$ cat src/rtl/nand_nor_logic.sv
// Universal-gate demonstrator: NAND/NOR outputs, dual NAND-only/NOR-only function
// networks with registered cross-check, and truth-table coverage tracking.
`timescale 1ns/1ps
module nand_nor_logic #(
  parameter bit STICKY_ERR = 1'b1
) (
  input  logic       clk,
  input  logic       rst,
  input  logic       a,
  input  logic       b,
  output logic       out1,
  output logic       out2,
  output logic [7:0] fn_q,
  output logic       err_q,
  output logic [3:0] seen_q,
  output logic       cov_done
);

  localparam int unsigned FN_W   = 8;
  localparam int unsigned SEEN_W = 4;

  // Direct gate-level NAND / NOR outputs
  nand u_out1 (out1, a, b);
  nor  u_out2 (out2, a, b);

  // NAND-only network
  wire nd_na, nd_nb, nd_nand, nd_and, nd_or, nd_nor, nd_t1, nd_t2, nd_xor, nd_xnor;
  nand u_nd_na   (nd_na,   a,       a);
  nand u_nd_nb   (nd_nb,   b,       b);
  nand u_nd_nand (nd_nand, a,       b);
  nand u_nd_and  (nd_and,  nd_nand, nd_nand);
  nand u_nd_or   (nd_or,   nd_na,   nd_nb);
  nand u_nd_nor  (nd_nor,  nd_or,   nd_or);
  nand u_nd_t1   (nd_t1,   a,       nd_nand);
  nand u_nd_t2   (nd_t2,   b,       nd_nand);
  nand u_nd_xor  (nd_xor,  nd_t1,   nd_t2);
  nand u_nd_xnor (nd_xnor, nd_xor,  nd_xor);

  // NOR-only network (dual constructions; XNOR is the 4-NOR form)
  wire nr_na, nr_nb, nr_nor, nr_or, nr_and, nr_nand, nr_u1, nr_u2, nr_xnor, nr_xor;
  nor u_nr_na   (nr_na,   a,       a);
  nor u_nr_nb   (nr_nb,   b,       b);
  nor u_nr_nor  (nr_nor,  a,       b);
  nor u_nr_or   (nr_or,   nr_nor,  nr_nor);
  nor u_nr_and  (nr_and,  nr_na,   nr_nb);
  nor u_nr_nand (nr_nand, nr_and,  nr_and);
  nor u_nr_u1   (nr_u1,   a,       nr_nor);
  nor u_nr_u2   (nr_u2,   b,       nr_nor);
  nor u_nr_xnor (nr_xnor, nr_u1,   nr_u2);
  nor u_nr_xor  (nr_xor,  nr_xnor, nr_xnor);

  logic [FN_W-1:0] nand_vec_c;
  logic [FN_W-1:0] nor_vec_c;
  assign nand_vec_c = {nd_xnor, nd_xor, nd_nor, nd_nand, nd_or, nd_and, nd_nb, nd_na};
  assign nor_vec_c  = {nr_xnor, nr_xor, nr_nor, nr_nand, nr_or, nr_and, nr_nb, nr_na};

  logic [FN_W-1:0]   fn_d;
  logic              err_d;
  logic [SEEN_W-1:0] seen_d;
  logic              cmp_c;

  // Next-state for the registered path
  always_comb begin
    fn_d   = nand_vec_c;
    seen_d = seen_q;
    cmp_c  = (nand_vec_c != nor_vec_c);
    err_d  = cmp_c;
    seen_d[{a, b}] = 1'b1;
    if (STICKY_ERR) begin
      err_d = err_q | cmp_c;
    end
  end

  always_ff @(posedge clk) begin
    if (rst) begin
      fn_q   <= FN_W'(0);
      err_q  <= 1'b0;
      seen_q <= SEEN_W'(0);
    end else begin
      fn_q   <= fn_d;
      err_q  <= err_d;
      seen_q <= seen_d;
    end
  end

  assign cov_done = &seen_q;

endmodule

$ cat config.mk
export PLATFORM = sky130hd
export DESIGN_NAME = nand_nor_logic
export DESIGN_NICKNAME = d
export VERILOG_FILES = /design/src/rtl/nand_nor_logic.sv
export SDC_FILE = /design/constraint.sdc
export NUM_CORES = 1
export LEC_CHECK = 0
export CAP_MARGIN = 25
export CORE_AREA = 5 5 42 44
export DETAILED_ROUTE_END_ITERATION = 8
export DIE_AREA = 0 0 47 49
export DONT_BUFFER_PORTS = 1
export PLACE_DENSITY = 0.57
export SETUP_SLACK_MARGIN = 0.15
export SLEW_MARGIN = 0
export SYNTH_ARGS = -nofsm -noshare
export SYNTH_HDL_FRONTEND = slang
export SYNTH_SLANG_ARGS = --single-unit
$ cat constraint.sdc
create_clock -name clk -period 0.8 [get_ports clk]
set_input_delay 0.04 -clock clk [delete_from_list [all_inputs] [get_ports clk]]
set_output_delay 0.04 -clock clk [all_outputs]
set_load 0.01 [all_outputs]
== Word level (Yosys, flattened, before mapping) ==
Index checks and enable logic that the tools add are counted.
Word-level totals
  flip-flop bits (word level): 13
  bits in latches: 0
  RAM bits: 0
  memory bits (read-only): 0
  input port bits: 4
  output and inout port bits: 16
  logic and storage cells: 34
  memories: 0
Cells by class
  add/sub/neg operators: 0
  multiply operators: 0
  divide/modulo/power cells: 0
  $lt $le $gt $ge: 2
  equality and inequality tests: 1
  shift-type cells: 0
  multiplexer cells: 2
  bitwise logic cells: 24
  reduce and logical (&&, ||, !) cells: 2
Operators by type and width (count)
  $not A1 Y1: 12
  $ne A6 B6 Y1: 1
  $or A1 B1 Y1: 6
  $and A1 B1 Y1: 5
  $or A4 B4 Y4: 1
  $reduce_and A4 Y1: 1
  $lt A2 B3 Y1 const B: 1
  $demux W1 S2: 1
  $ge A2 B1 Y1 const B: 1
  $logic_and A1 B1 Y1: 1
  $mux W1: 1

== Longest topological paths before layout ==
Gate-level depths: netlist (run 1).
  word-level depth: 8
  gate-level depth with buffers: 3
  gate-level depth less buffers: 3

== Least setup slack after synthesis (run 1) ==
Ideal clock, no wire load.
  kind: register to output
  start: register seen_q[2]
  end: output port cov_done
  arrival: 634 ps
  required time: 760 ps
  path slack: 126 ps
  stages on the path, launching flop included: 2
  path buffers: 0
  cell sequence: dfxtp_1 -> and4_1
Between the ends
  longest elaborated chain between the ends: 1
RTL lines
  start: declaration: line 15  | output logic [3:0] seen_q,
  start signal: assignment: line 82  | seen_q <= seen_d;
  $reduce_and A4 Y1: line 86  | assign cov_done = &seen_q;
  end: declaration: line 16  | output logic cov_done
No other way between the ends.

== Worst setup path in the final report (run 1) ==
Same ends and word-level chain as after synthesis.

==> results.yml, run 1 <==
status:
  status: "finished, violations left"
  violations: "negative setup slack"
timing:
  fmax_mhz: 1091
  rsz0062_at_grt: "yes"
  period_needed_ns: 0.9162
  setup_viol: 1
  drv_slew: 0
  hold-worst-slack_ns: 0.06361
  hold_viol: 0
  tns_ns: -0.1162
  fin_crit_sh_pct: 114.5
  setup_slack_ns: -0.1162
  fin_skew_ns: 0
placement:
  portBuffers: 0
  gp_congestion: 0.6812
  place_ws_ns: 0.1344
  post_dp_cell_area_sq_um: 446.7
  placed_cells_incl_taps: 49
final_layout:
  final_nets: 49
  instances_no_fill: 55
  final_area_sq_um: 524.3
  num_antenna_cells: 0
  num-fill-cells: 148
  layout_commonest_cell: "dfxtp_2"
  syn_to_final_growth_pct: 19.71
  utilization_pct: 37.41
  drive_gt1_share_pct: 53.85
  final_cell_mix: "dfxtp_2 (8), nor2_1 (5), o21ba_4 (4), dfxtp_4 (4)"
die:
  die_y_um: 49
  die_width_um: 47
  core_sq_um: 1401
  dieArea_sq_um: 2303
  row_count: 14
  start_util_pct: 31.25
  ios: 20
cts:
  cts_setup_buffers: 0
  clk_path_buf_depth: 2
  cts_sinks: 12
  h-tree-depth: 1
  cts_tree: "done"
  worstSkewPairLatency_ns: 0.26
  clkSlewWorstSetupHoldPaths_ns: 0.07
  cts_made_buffers: 3
  cts_root_buffer: "clkbuf_4"
yosys:
  synth_fp_nets: 43
  yosysWarnings: 0
  syn-cell-area_sq_um: 437.9
  seq_area_frac_synth_pct: 54.86
  netlist-cell-type-count: 11
  synth-seq-cells: 12
  syn_avg_cell_area_sq_um: 12.51
  syn_inst: 35
critical_path:
  cp_slowest_cell: "dfxtp_4"
  cp.required_ns: 0.76
  critPathKind: "flip-flop to output pin"
  cp.arrival_ns: 0.88
  path_buf_inv: 0
  cp-start-kind: "flip-flop"
  critPathCaptureType: "output pin"
  max_stage_delay_ns: 0.37
  worstPathCellList: "and4_4"
  crit_fanout: 3
  critPathTopFamily: "flip-flops"
route:
  wl_per_cell_um: 12.67
  wl_um: 697
  drt_iter0_drc: 1
  dr.pass1.iters: 2
  vias: 238
  ant_nets: 0
  avgViaCountPerCell: 4.327
  drc: 0
grt:
  grt_pass1_vias: 248
  antenna_found_initial: 0
  grt_max_degree: 13
  grtUsageTotal_pct: 7.214
  grt-ovfl-total: 0
  grt_pass1_wl_mm: 1.131
power_and_ir_drop:
  pwr_density_cell_nw_per_um2: 2128
  p_total_mw: 1.116
  leakage_nw: 0.2344
  peakVddDrop_uv: 567.8
min_path:
  hold_path.class: "input pin to flip-flop"
flow_run:
  drv_cap: 0
[registers in the layout (all words and copies together), names as in the netlist]
register  count
seen_q        4
fn_q          8
[Yosys cell counts]
library cell,number,area share [%]
and2b_1,2,3.4
and4_1,1,2.0
buf_4,1,1.7
buf_6,1,2.6
conb_1,1,0.86
dfxtp_1,12,55
ha_1,4,11
inv_1,3,2.6
nor2_1,5,4.3
nor2b_1,1,1.4
o21ba_4,4,15
[cell families (layout without fill, tap and decap cells)]
kind of cell               Yosys count  after routing  synth area share (%)
buffers and inverters                5              9                 6.857
adders and majority gates            4              4                 11.43
AOI/OAI and AO/OA                    4              4                 14.86
other                                1              1                0.8563
DFF                                 12             12                 54.86
and+or+nand+nor                      9              9                 11.14
[power by group]
group,internal (mW),total (mW),switching (mW)
Clock,0.173,0.344,0.171
Sequential,0.638,0.680,0.0421
Combinational,0.0551,0.0915,0.0364
[routing by layer]
layer | wire length, um | up-vias | track usage [%]
met4 | 0 | 0 | 5.530
li1 | - | 115 | -
met3 | 84 | 0 | 3.690
met2 | 361 | 10 | 9.729
met1 | 251 | 113 | 8.241
met5 | 0 | - | 0
[what timing repair did]
item,4_1_cts,5_1_grt
hold buffers,3,0
hold endpoints to repair,12,0
setup endpoints to repair,16,25
pin swaps,2,3
gates resized for setup,13,1
[layout make-up]
type,count,area [sq um],share of cell area (%)
clock buffer,3,22.52,4.296
tap,16,20.02,3.819
sequential,12,265.3,50.60
inverter,3,11.26,2.148
timing repair buffer,3,32.53,6.205
multi-input combinational,18,172.7,32.94
[worst paths after layout]
path / slack (ns) / depth (start not counted) / startpoint / endpoint
worst min-delay path: 0.06 / 3 / b / fn_q[7]
worst max register to register: 0.13 / 1 / seen_q[2] / seen_q[2]
worst max-delay path: -0.12 / 1 / seen_q[2] / cov_done
worst min register to register: 0.52 / 1 / seen_q[3] / seen_q[3]
Power figures use the tool's default switching activity.
==> run 2, diff against run 1 <==
ABC_AREA = 1   (was unset)
GPL_TIMING_DRIVEN = 0   (was unset)
PLACE_DENSITY = 0.53   (was 0.57)
clock period = 0.97 ns   (was 0.8 ns; I/O delays follow)
==> results.yml, run 2 <==
critical_path:
  crit_fanout: 3
  cp-start-kind: "flip-flop"
  critPathCaptureType: "output pin"
  rr_startpoint: "seen_q[1]"
  reg2reg_slack_ns: 0.36
  cp.arrival_ns: 0.83
  cp.required_ns: 0.92
  r2r-end: "seen_q[1]"
  critPathKind: "flip-flop to output pin"
  r2r_cells: 2
die:
  start_util_pct: 28.75
  ios: 20
  row_count: 14
  dieArea_sq_um: 2303
  core_sq_um: 1401
  die_width_um: 47
  die_y_um: 49
yosys:
  syn_inst: 43
  synth-edff-count: 0
  synth.area.top_cells: "dfxtp_1 (60%), nor2_1 (16%), ha_1 (12%), inv_1 (4.7%), buf_6 (2.8%)"
  yosysWarnings: 0
  syn_avg_cell_area_sq_um: 9.369
  yosys.area.top_type_share_pct: 59.63
  synthArstFlopShare_pct: 0
  seq_area_frac_synth_pct: 59.63
  syn-cell-area_sq_um: 402.9
  netlist-cell-type-count: 8
  synth-seq-cells: 12
  yosysMostFrequentCell: "nor2_1"
  synth_fp_nets: 51
  synth_largest_area_cell: "dfxtp_1"
  yosys-top-cells-count: "nor2_1 (17), dfxtp_1 (12), inv_1 (5)"
  ys.flop_type: "dfxtp_1"
route:
  avgViaCountPerCell: 4.154
  drt_iter0_drc: 4
  drc: 0
  wl_um: 745
  ant_nets: 0
  wl_per_cell_um: 11.46
  dr.pass1.iters: 2
  vias: 270
grt:
  grt_max_degree: 11
  grt_pass1_wl_mm: 1.069
  grt_pass1_vias: 245
  antenna_found_initial: 0
  grt-ovfl-total: 0
  grtUsageTotal_pct: 7.224
min_path:
  hold_path.class: "input pin to flip-flop"
  worstHoldStart: "b"
  whs_path_depth: 3
  min_to: "seen_q[1]"
flow_run:
  drv_cap: 0
placement:
  portBuffers: 0
  dp_hpwl_um: 533.6
  gp_congestion: 0.6552
  placed_cells_incl_taps: 59
  place_ws_ns: 0.2459
cts:
  cts_sinks: 12
  cts_made_buffers: 3
  clkSlewWorstSetupHoldPaths_ns: 0.07
  clk_path_buf_depth: 2
  cts_root_buffer: "clkbuf_4"
  h-tree-depth: 1
  cts_tree: "done"
  cts_setup_buffers: 0
  worstSkewPairLatency_ns: 0.27
final_layout:
  instances_no_fill: 65
  final_cell_mix: "nor2_1 (16), dfxtp_1 (8), inv_1 (5), ha_1 (4), dfxtp_4 (4)"
  num-fill-cells: 154
  top_regs: "fn_q (8), seen_q (4)"
  largest_reg_flops: 8
  drive_gt1_share_pct: 24.49
  layout_commonest_cell: "nor2_1"
  regMostFlops: "fn_q"
  final_nets: 59
  num_antenna_cells: 0
  syn_to_final_growth_pct: 26.09
status:
  status: "finished clean"
timing:
  fin_crit_sh_pct: 90.70
  hold_viol: 0
  tns_ns: 0
  rsz0062_at_grt: "yes"
  setup_viol: 0
  fin_skew_ns: 0
  setup_slack_ns: 0.09020
  period_needed_ns: 0.8798
  drv_slew: 0
  fmax_mhz: 1137
power_and_ir_drop:
  peakVddDrop_uv: 641.6
  leakage_nw: 0.2405
  pwr_density_cell_nw_per_um2: 1816
run 2: cells by family after synthesis:
logic type	Yosys count	share of synthesized area [%]
DFF	12	59.63
buffers and inverters	7	9.318
and+or+nand+nor	19	17.70
adders and majority gates	4	12.42
other	1	0.9308
run 2: cell type report:
cell class | instances | area, sq um | share of cell area, %
Sequential cell | 12 | 255.2 | 50.25
Multi-Input combinational cell | 24 | 142.6 | 28.08
Timing Repair Buffer | 3 | 30.03 | 5.911
Clock buffer | 3 | 22.52 | 4.433
Tap cell | 16 | 20.02 | 3.941
Buffer | 2 | 18.77 | 3.695
Inverter | 5 | 18.77 | 3.695
run 2: worst max-delay path, stage by stage (launching register included):
cell and delay (ns):
dfxtp_4 0.38, nand2_4 0.06, nor2_4 0.12
run 2: routing by layer:
metal | track usage [%] | vias up | routed length [um] | share of wire [%]
met5 | 0 | - | 0 | 0
met4 | 8.295 | 0 | 35 | 4.7
met3 | 5.166 | 4 | 109 | 15
met2 | 9.276 | 14 | 326 | 44
met1 | 6.488 | 116 | 273 | 37
li1 | - | 136 | - | -
run 2: through the flow:
step	hold WS, ns	cell area, sq um	utilization, %	total power [mW]
floorplan	0.1152	402.9	-	0.6123
global placement	0.1194	422.9	30.18	0.6270
detailed placement	0.1181	422.9	30.18	0.6276
CTS	0.03792	500.5	35.71	0.9375
global route	0.05107	508.0	36.25	0.9749
finish	0.03656	508.0	36.25	0.9226
run 2: report_power, final:
group / total [mW] / leakage (nW) / switching [mW] / internal [mW]
clock: 0.295 / 0.0138 / 0.151 / 0.144
combinational: 0.0701 / 0.124 / 0.0368 / 0.0333
sequential: 0.558 / 0.102 / 0.0362 / 0.522
run 2: how the worst max path moves through the flow:
stage / from / endpoint / cells after the start
after global routing: seen_q[0] / cov_done / 2
after CTS: seen_q[3] / cov_done / 2
final: seen_q[1] / cov_done / 2
after global placement: seen_q[0] / cov_done / 2
after detailed placement: seen_q[0] / cov_done / 2
after floorplan: seen_q[1] / cov_done / 2
run 2: timing repair:
item	4_1_cts	5_1_grt
resized for setup	11	2
hold buffers	3	0
hold endpoints to repair	12	0
endpoints found under the setup margin	1	1
pin swaps	2	1
